$ cat src/rtl/cpu_pkg.sv
// Shared CPU definitions used by the multiply/divide unit: operation codes,
// FSM state encoding and small decode helpers.
package cpu_pkg;

   // Multiply/divide operation codes as driven by the control unit
   localparam logic [1:0] MD_MULT  = 2'b00;
   localparam logic [1:0] MD_MULTU = 2'b01;
   localparam logic [1:0] MD_DIV   = 2'b10;
   localparam logic [1:0] MD_DIVU  = 2'b11;

   // Multiply/divide sequencer states
   typedef enum logic [1:0] {
      MD_IDLE = 2'b00,
      MD_RUN  = 2'b01,
      MD_FIN  = 2'b10
   } md_state_e;

   // True for DIV and DIVU
   function automatic logic md_is_div(input logic [1:0] op);
      return (op == MD_DIV) || (op == MD_DIVU);
   endfunction

   // True for the two's-complement variants (MULT, DIV)
   function automatic logic md_is_signed(input logic [1:0] op);
      return (op == MD_MULT) || (op == MD_DIV);
   endfunction

endpackage

$ cat src/rtl/md_sign_fix.sv
// Conditional two's-complement negation for the multiply/divide unit.
// In split mode the upper and lower WIDTH-bit halves are negated independently
// (operand absolute values, or remainder/quotient correction). In wide mode the
// whole 2*WIDTH-bit value is negated as one number (product correction) under
// control of neg_hi_i.
module md_sign_fix #(
   parameter int WIDTH = 32
) (
   input  logic [2*WIDTH-1:0] val_i,
   input  logic               wide_i,
   input  logic               neg_hi_i,
   input  logic               neg_lo_i,
   output logic [2*WIDTH-1:0] res_o
);

   logic [2*WIDTH-1:0] neg_full_s;
   logic [WIDTH-1:0]   neg_hi_s;
   logic [WIDTH-1:0]   neg_lo_s;

   // Select between the value and its negation, full width or per half
   always_comb begin
      neg_full_s = -val_i;
      neg_hi_s   = -val_i[2*WIDTH-1:WIDTH];
      neg_lo_s   = -val_i[WIDTH-1:0];
      res_o      = val_i;
      if (wide_i) begin
         if (neg_hi_i) begin
            res_o = neg_full_s;
         end else begin
            res_o = val_i;
         end
      end else begin
         if (neg_hi_i) begin
            res_o[2*WIDTH-1:WIDTH] = neg_hi_s;
         end else begin
            res_o[2*WIDTH-1:WIDTH] = val_i[2*WIDTH-1:WIDTH];
         end
         if (neg_lo_i) begin
            res_o[WIDTH-1:0] = neg_lo_s;
         end else begin
            res_o[WIDTH-1:0] = val_i[WIDTH-1:0];
         end
      end
   end

endmodule

$ cat src/rtl/mult_div_unit.sv
// Multicycle multiply/divide unit producing the HI/LO pair.
// Operands are reduced to magnitudes on acceptance, WIDTH shift-add or
// restoring-subtract steps run on a single 2*WIDTH working register, and the
// sign is restored when the result is written. HI/LO only change on the
// completion edge of a non-faulting operation (or on reset).
module mult_div_unit
   import cpu_pkg::*;
#(
   parameter int WIDTH = 32,
   parameter int CNT_W = $clog2(WIDTH) + 1
) (
   input  logic             clock,
   input  logic             reset,
   input  logic             start,
   input  logic [1:0]       op,
   input  logic [WIDTH-1:0] a,
   input  logic [WIDTH-1:0] b,
   output logic             busy,
   output logic             done,
   output logic             div_zero,
   output logic [WIDTH-1:0] hi,
   output logic [WIDTH-1:0] lo
);

   localparam logic [CNT_W-1:0] CNT_ZERO = {CNT_W{1'b0}};
   localparam logic [CNT_W-1:0] CNT_ONE  = {{(CNT_W-1){1'b0}}, 1'b1};
   localparam logic [CNT_W-1:0] CNT_LAST = CNT_W'(WIDTH - 1);

   md_state_e          state_q;
   logic [1:0]         op_q;
   logic               neg_a_q;
   logic               neg_b_q;
   logic               dz_pend_q;
   logic [WIDTH-1:0]   mag_b_q;
   logic [2*WIDTH-1:0] work_q;
   logic [2*WIDTH-1:0] work_d;
   logic [CNT_W-1:0]   cnt_q;
   logic               busy_q;
   logic               done_q;
   logic               div_zero_q;
   logic [WIDTH-1:0]   hi_q;
   logic [WIDTH-1:0]   lo_q;

   logic               in_signed_s;
   logic               in_neg_a_s;
   logic               in_neg_b_s;
   logic [2*WIDTH-1:0] op_mag_s;
   logic [WIDTH-1:0]   mag_a_s;
   logic [WIDTH-1:0]   mag_b_s;
   logic               in_div_zero_s;

   logic               res_wide_s;
   logic               res_neg_hi_s;
   logic               res_neg_lo_s;
   logic [2*WIDTH-1:0] res_fix_s;

   logic [WIDTH:0]     mul_sum_s;
   logic [WIDTH:0]     div_sh_s;
   logic [WIDTH-1:0]   div_diff_s;
   logic               div_ge_s;

   // Sign flags of the incoming operands and divide-by-zero detection
   always_comb begin
      in_signed_s   = md_is_signed(op);
      in_neg_a_s    = in_signed_s & a[WIDTH-1];
      in_neg_b_s    = in_signed_s & b[WIDTH-1];
      in_div_zero_s = md_is_div(op) && (b == {WIDTH{1'b0}});
      mag_a_s       = op_mag_s[WIDTH-1:0];
      mag_b_s       = op_mag_s[2*WIDTH-1:WIDTH];
   end

   md_sign_fix #(.WIDTH(WIDTH)) u_op_fix (
      .val_i    ({b, a}),
      .wide_i   (1'b0),
      .neg_hi_i (in_neg_b_s),
      .neg_lo_i (in_neg_a_s),
      .res_o    (op_mag_s)
   );

   // Result sign: product by operand signs, remainder follows the dividend
   always_comb begin
      res_wide_s   = ~md_is_div(op_q);
      res_neg_lo_s = neg_a_q ^ neg_b_q;
      if (md_is_div(op_q)) begin
         res_neg_hi_s = neg_a_q;
      end else begin
         res_neg_hi_s = neg_a_q ^ neg_b_q;
      end
   end

   md_sign_fix #(.WIDTH(WIDTH)) u_res_fix (
      .val_i    (work_q),
      .wide_i   (res_wide_s),
      .neg_hi_i (res_neg_hi_s),
      .neg_lo_i (res_neg_lo_s),
      .res_o    (res_fix_s)
   );

   // One iteration: shift-add multiply or restoring-divide step on magnitudes
   always_comb begin
      if (work_q[0]) begin
         mul_sum_s = {1'b0, work_q[2*WIDTH-1:WIDTH]} + {1'b0, mag_b_q};
      end else begin
         mul_sum_s = {1'b0, work_q[2*WIDTH-1:WIDTH]};
      end
      div_sh_s   = work_q[2*WIDTH-1:WIDTH-1];
      div_ge_s   = (div_sh_s >= {1'b0, mag_b_q});
      div_diff_s = div_sh_s[WIDTH-1:0] - mag_b_q;
      if (md_is_div(op_q)) begin
         if (div_ge_s) begin
            work_d = {div_diff_s, work_q[WIDTH-2:0], 1'b1};
         end else begin
            work_d = {div_sh_s[WIDTH-1:0], work_q[WIDTH-2:0], 1'b0};
         end
      end else begin
         work_d = {mul_sum_s, work_q[WIDTH-1:1]};
      end
   end

   // Sequencer with registered handshake and result outputs
   always_ff @(posedge clock) begin
      if (reset) begin
         state_q    <= MD_IDLE;
         op_q       <= MD_MULT;
         neg_a_q    <= 1'b0;
         neg_b_q    <= 1'b0;
         dz_pend_q  <= 1'b0;
         mag_b_q    <= {WIDTH{1'b0}};
         work_q     <= {(2*WIDTH){1'b0}};
         cnt_q      <= CNT_ZERO;
         busy_q     <= 1'b0;
         done_q     <= 1'b0;
         div_zero_q <= 1'b0;
         hi_q       <= {WIDTH{1'b0}};
         lo_q       <= {WIDTH{1'b0}};
      end else begin
         done_q <= 1'b0;
         case (state_q)
            MD_IDLE: begin
               if (start) begin
                  op_q       <= op;
                  neg_a_q    <= in_neg_a_s;
                  neg_b_q    <= in_neg_b_s;
                  mag_b_q    <= mag_b_s;
                  work_q     <= {{WIDTH{1'b0}}, mag_a_s};
                  cnt_q      <= CNT_ZERO;
                  busy_q     <= 1'b1;
                  div_zero_q <= 1'b0;
                  dz_pend_q  <= in_div_zero_s;
                  if (in_div_zero_s) begin
                     state_q <= MD_FIN;
                  end else begin
                     state_q <= MD_RUN;
                  end
               end else begin
                  state_q <= MD_IDLE;
               end
            end
            MD_RUN: begin
               work_q <= work_d;
               if (cnt_q == CNT_LAST) begin
                  cnt_q   <= CNT_ZERO;
                  state_q <= MD_FIN;
               end else begin
                  cnt_q   <= cnt_q + CNT_ONE;
                  state_q <= MD_RUN;
               end
            end
            MD_FIN: begin
               done_q  <= 1'b1;
               busy_q  <= 1'b0;
               state_q <= MD_IDLE;
               if (dz_pend_q) begin
                  div_zero_q <= 1'b1;
               end else begin
                  hi_q <= res_fix_s[2*WIDTH-1:WIDTH];
                  lo_q <= res_fix_s[WIDTH-1:0];
               end
            end
            default: begin
               busy_q  <= 1'b0;
               cnt_q   <= CNT_ZERO;
               state_q <= MD_IDLE;
            end
         endcase
      end
   end

   assign busy     = busy_q;
   assign done     = done_q;
   assign div_zero = div_zero_q;
   assign hi       = hi_q;
   assign lo       = lo_q;

endmodule

$ cat config.mk
export PLATFORM = sky130hd
export DESIGN_NAME = mult_div_unit
export DESIGN_NICKNAME = d
export VERILOG_FILES = /design/src/rtl/cpu_pkg.sv /design/src/rtl/md_sign_fix.sv /design/src/rtl/mult_div_unit.sv
export SDC_FILE = /design/constraint.sdc
export NUM_CORES = 1
export LEC_CHECK = 0
export BUFFER_PORTS_ARGS = -buffer_cell sky130_fd_sc_hd__buf_2
export CORE_ASPECT_RATIO = 0.9
export CORE_UTILIZATION = 61
export CTS_CLUSTER_DIAMETER = 40
export DETAILED_ROUTE_END_ITERATION = 6
export MAX_ROUTING_LAYER = met4
export PLACE_DENSITY = 0.78
export SLEW_MARGIN = 20
export SYNTH_ARGS = -nofsm -noshare
export SYNTH_HDL_FRONTEND = slang
export SYNTH_SLANG_ARGS = --single-unit
$ cat constraint.sdc
create_clock -name clock -period 3.8 [get_ports clock]
set_clock_uncertainty 0.2 [all_clocks]
set_input_delay 0.38 -clock clock [delete_from_list [all_inputs] [get_ports clock]]
set_output_delay 0.38 -clock clock [all_outputs]
set_load 0.02 [all_outputs]
==> results.sh <==
export IMPL_status="complete, no violations"
export IMPL_worstSetupPathType="register to register"
export IMPL_setup_viol=0
export IMPL_die_h_um=143
export IMPL_nets=2050
export IMPL_maxSlewViolCount=0
export IMPL_ff2ff_setup_slack_ns=0.12
export IMPL_final_core_util=0.709
export IMPL_yosysWarnings=0
export IMPL_hp_start="b[0]"
export IMPL_multiInputGateArea_um2=9320
export IMPL_worst_hold_path_type="input pin to register"
export IMPL_netlist_area_um2=13500
export IMPL_final_min_clock_period_ns=3.68
export IMPL_area_delta_synth_final_pct=13.7
export IMPL_synthAdderAreaFrac=0.0670
export IMPL_grt_use_total=0.362
export IMPL_htreeDepth=4
export IMPL_cts_sinks=175
export IMPL_path_clk_slew_ns=0.08
export IMPL_leakage_nw=6.28
export IMPL_start_util=0.623
export IMPL_synth_most_common_cell="nor2_1"
export IMPL_tightest_slew_ns=1.17
export IMPL_synth_edff_count=0
export IMPL_cts_buffers=17
export IMPL_finalSetupTns_ns=0
export IMPL_synth_top_family_by_area="compound AO/OA/AOI/OAI gates"
export IMPL_synth_top_area_cell="dfxtp_1"
export IMPL_synth_compound_area_share=0.268
export IMPL_drv_cap=0
export IMPL_core_area_um2=21600
export IMPL_drc=0
export IMPL_maxSlewHeadroom=0.217
export IMPL_synth_seq_area_share=0.260
export IMPL_die_x_um=159
export IMPL_cts_tree="yes"
export IMPL_min_to="mag_b_q[0]$_SDFFE_PP0P_"
export IMPL_synthArstFlopShare=0
export IMPL_first_global_vias=12000
export IMPL_r2r_cells=10
export IMPL_clk_latency_ns=0.45
export IMPL_min_path_cells=3
export IMPL_start_kind="register"
export IMPL_synth_area_leaders="dfxtp_1 (26%), a21oi_1 (6.8%), ha_1 (6.4%), xnor2_1 (6.3%), a211oi_1 (6.0%)"
export IMPL_synth_seq_cells=175
export IMPL_ir_drop_mv=0.288
export IMPL_r2r_end="hi[31]$_SDFFE_PP0P_"
export IMPL_synth_common_cells="nor2_1 (204), a21oi_1 (182), dfxtp_1 (175), nand2_1 (158), a211oi_1 (108)"
export IMPL_hold_viol=0
export IMPL_root_buffer="clkbuf_16"
export IMPL_period_share=0.969
export IMPL_crit_fanout=6
export IMPL_grt_max_degree=72
export IMPL_max_freq_ghz=0.272
export IMPL_required_ns=3.92
export IMPL_ff_latch_area_um2=3500
export IMPL_dp_hpwl_mm=30.6
export IMPL_synthSimpleGateAreaFrac=0.201
export IMPL_fillers=1807
export IMPL_io_buffers=135
export IMPL_wl_per_cell_um=18.2
export IMPL_grt_pass1_wl_mm=63.6
export IMPL_synth_mux_area_frac=0.0433
export IMPL_preCtsSetupSlack_ns=0.202
export IMPL_vias=13800
export IMPL_antenna_found_initial=1
export IMPL_drt_total_wl_mm=40.4
export IMPL_yosysTopAreaCellShare=0.260
export IMPL_rsz0062_at_grt="no"
export IMPL_vias_per_cell=6.22
export IMPL_power_density_nw_per_um2=363
export IMPL_fin_area_um2=15300
export IMPL_critPathCaptureType="register"
export IMPL_ios=136
export IMPL_drt_iter0_markers=1507
export IMPL_cts_max_path_buffers=2
export IMPL_crit_arrival_ns=3.80
export IMPL_r2r_start="work_q[6]$_SDFFE_PP0P_"
export IMPL_placed_area_um2=14700
export IMPL_syn_num_nets=1934
export IMPL_grt_overflow=0
export IMPL_post_synth_cell_area_avg_um2=7.51
export IMPL_row_count=51
export IMPL_worst_slack_ns=0.118
export IMPL_firstDrtPassIters=5
export IMPL_die_area_um2=22700
export IMPL_netlist_instances=1794
export IMPL_synth_cell_type_count=73
export IMPL_layout_drive_gt1_share=0.141
export IMPL_synth_ff_type="dfxtp_1"
export IMPL_gp_congestion=0.999
export IMPL_yosys_area_share_xor_xnor=0.109
export IMPL_ant_nets=0
final cells by class:
class                           count  share of cell area
Multi-Input combinational cell   1434               0.608
Sequential cell                   175               0.229
Timing Repair Buffer              211              0.0824
Clock buffer                       17              0.0277
Tap cell                          291              0.0237
Inverter                           71              0.0174
Clock inverter                     15              0.0120
Antenna cell                        1            0.000163
layer usage:
layer  track usage  wire length [um]
met4        0.0741               382
met3        0.0767              4830
met5             -                 0
met1         0.544             19400
met2         0.486             15800
flip-flops by register name, summed over array words and instances (netlist names):
| register | flops |
|---|---|
| busy | 1 |
| cnt_q | 6 |
| div_zero | 1 |
| done | 1 |
| dz_pend_q | 1 |
| hi | 32 |
| lo | 32 |
| mag_b_q | 32 |
| neg_a_q | 1 |
| neg_b_q | 1 |
| op_q | 1 |
| state_q | 2 |
| work_q | 64 |
power by group:
part           switching (W)  internal, W
Sequential          0.000125      0.00192
Combinational        0.00104     0.000674
Clock               0.000910     0.000896
repair_timing:
action                                 4_1_cts  5_1_grt
resized for setup                            0        2
hold buffers                                 1        0
endpoints found under the hold margin        1        0
setup endpoints to repair                    0        5
setup buffers                                0        0
worst max-delay path, cell delays in order, from the launching register on:
cell and delay (ns):
dfxtp_1 0.32, nor4_1 0.93, nand4b_1 0.32, nor4_1 0.41, o21ai_1 0.15, nor3_2 0.27, and3_1 0.25, and3b_1 0.32
a31oi_1 0.14, xnor2_1 0.18, o21ai_1 0.07
layout by cell type (no fill, tap or decap), types with 8 or more instances in the layout:
cell type	Yosys	routed
nor4_1	15	15
ha_1	69	69
o31ai_1	22	22
xor2_1	70	70
a31oi_1	17	16
nor2_1	204	201
o21ai_0	82	82
buf_2	2	134
a21o_1	25	25
nor2b_1	27	25
a21oi_1	182	182
a22o_1	21	21
o21bai_1	12	12
nand2_1	158	158
o21ai_1	12	11
inv_1	70	70
and3_1	8	8
nand3_1	38	38
o211ai_1	17	17
a211oi_1	108	108
clkbuf_16	0	17
and2_1	12	12
xnor2_1	97	97
buf_4	1	75
mux2i_1	55	55
nor3_1	33	33
nand4_1	13	13
or3_1	19	19
a311oi_1	12	12
nand2b_1	15	15
dfxtp_1	175	174
per-stage QoR:
stage          instances  hold WS (ns)  power (W)
2_1_floorplan       1794         0.249    0.00324
3_3_place_gp        2181         0.232    0.00369
3_5_place_dp        2181         0.235    0.00374
4_1_cts             2214        0.0193    0.00553
5_1_grt             2215        0.0355    0.00583
6_report            2215        0.0281    0.00557
worst max path at each step:
| stage | from | end | slack, ns |
|---|---|---|---|
| 2_1_floorplan | work_q[39]$_SDFFE_PP0P_ | work_q[63]$_SDFFE_PP0P_ | 0.44 |
| 3_3_place_gp | a[11] | work_q[27]$_SDFFE_PP0P_ | 0.28 |
| 3_5_place_dp | b[9] | mag_b_q[29]$_SDFFE_PP0P_ | 0.20 |
| 4_1_cts | work_q[33]$_SDFFE_PP0P_ | work_q[55]$_SDFFE_PP0P_ | 0.23 |
| 5_1_grt | work_q[6]$_SDFFE_PP0P_ | hi[31]$_SDFFE_PP0P_ | 0.003 |
| 6_report | work_q[6]$_SDFFE_PP0P_ | hi[31]$_SDFFE_PP0P_ | 0.12 |
cells by family (layout without fill, tap and decap cells):
logic type,count (synthesis),in the layout
and+or+nand+nor,576,576
AOI/OAI and AO/OA,562,562
buffers and inverters,185,314
DFF,175,175
xor gates and xnor gates,167,167
adders and majority gates,71,71
muxes,58,58
other,0,1
No activity file was read; power rests on OpenSTA's default activity.
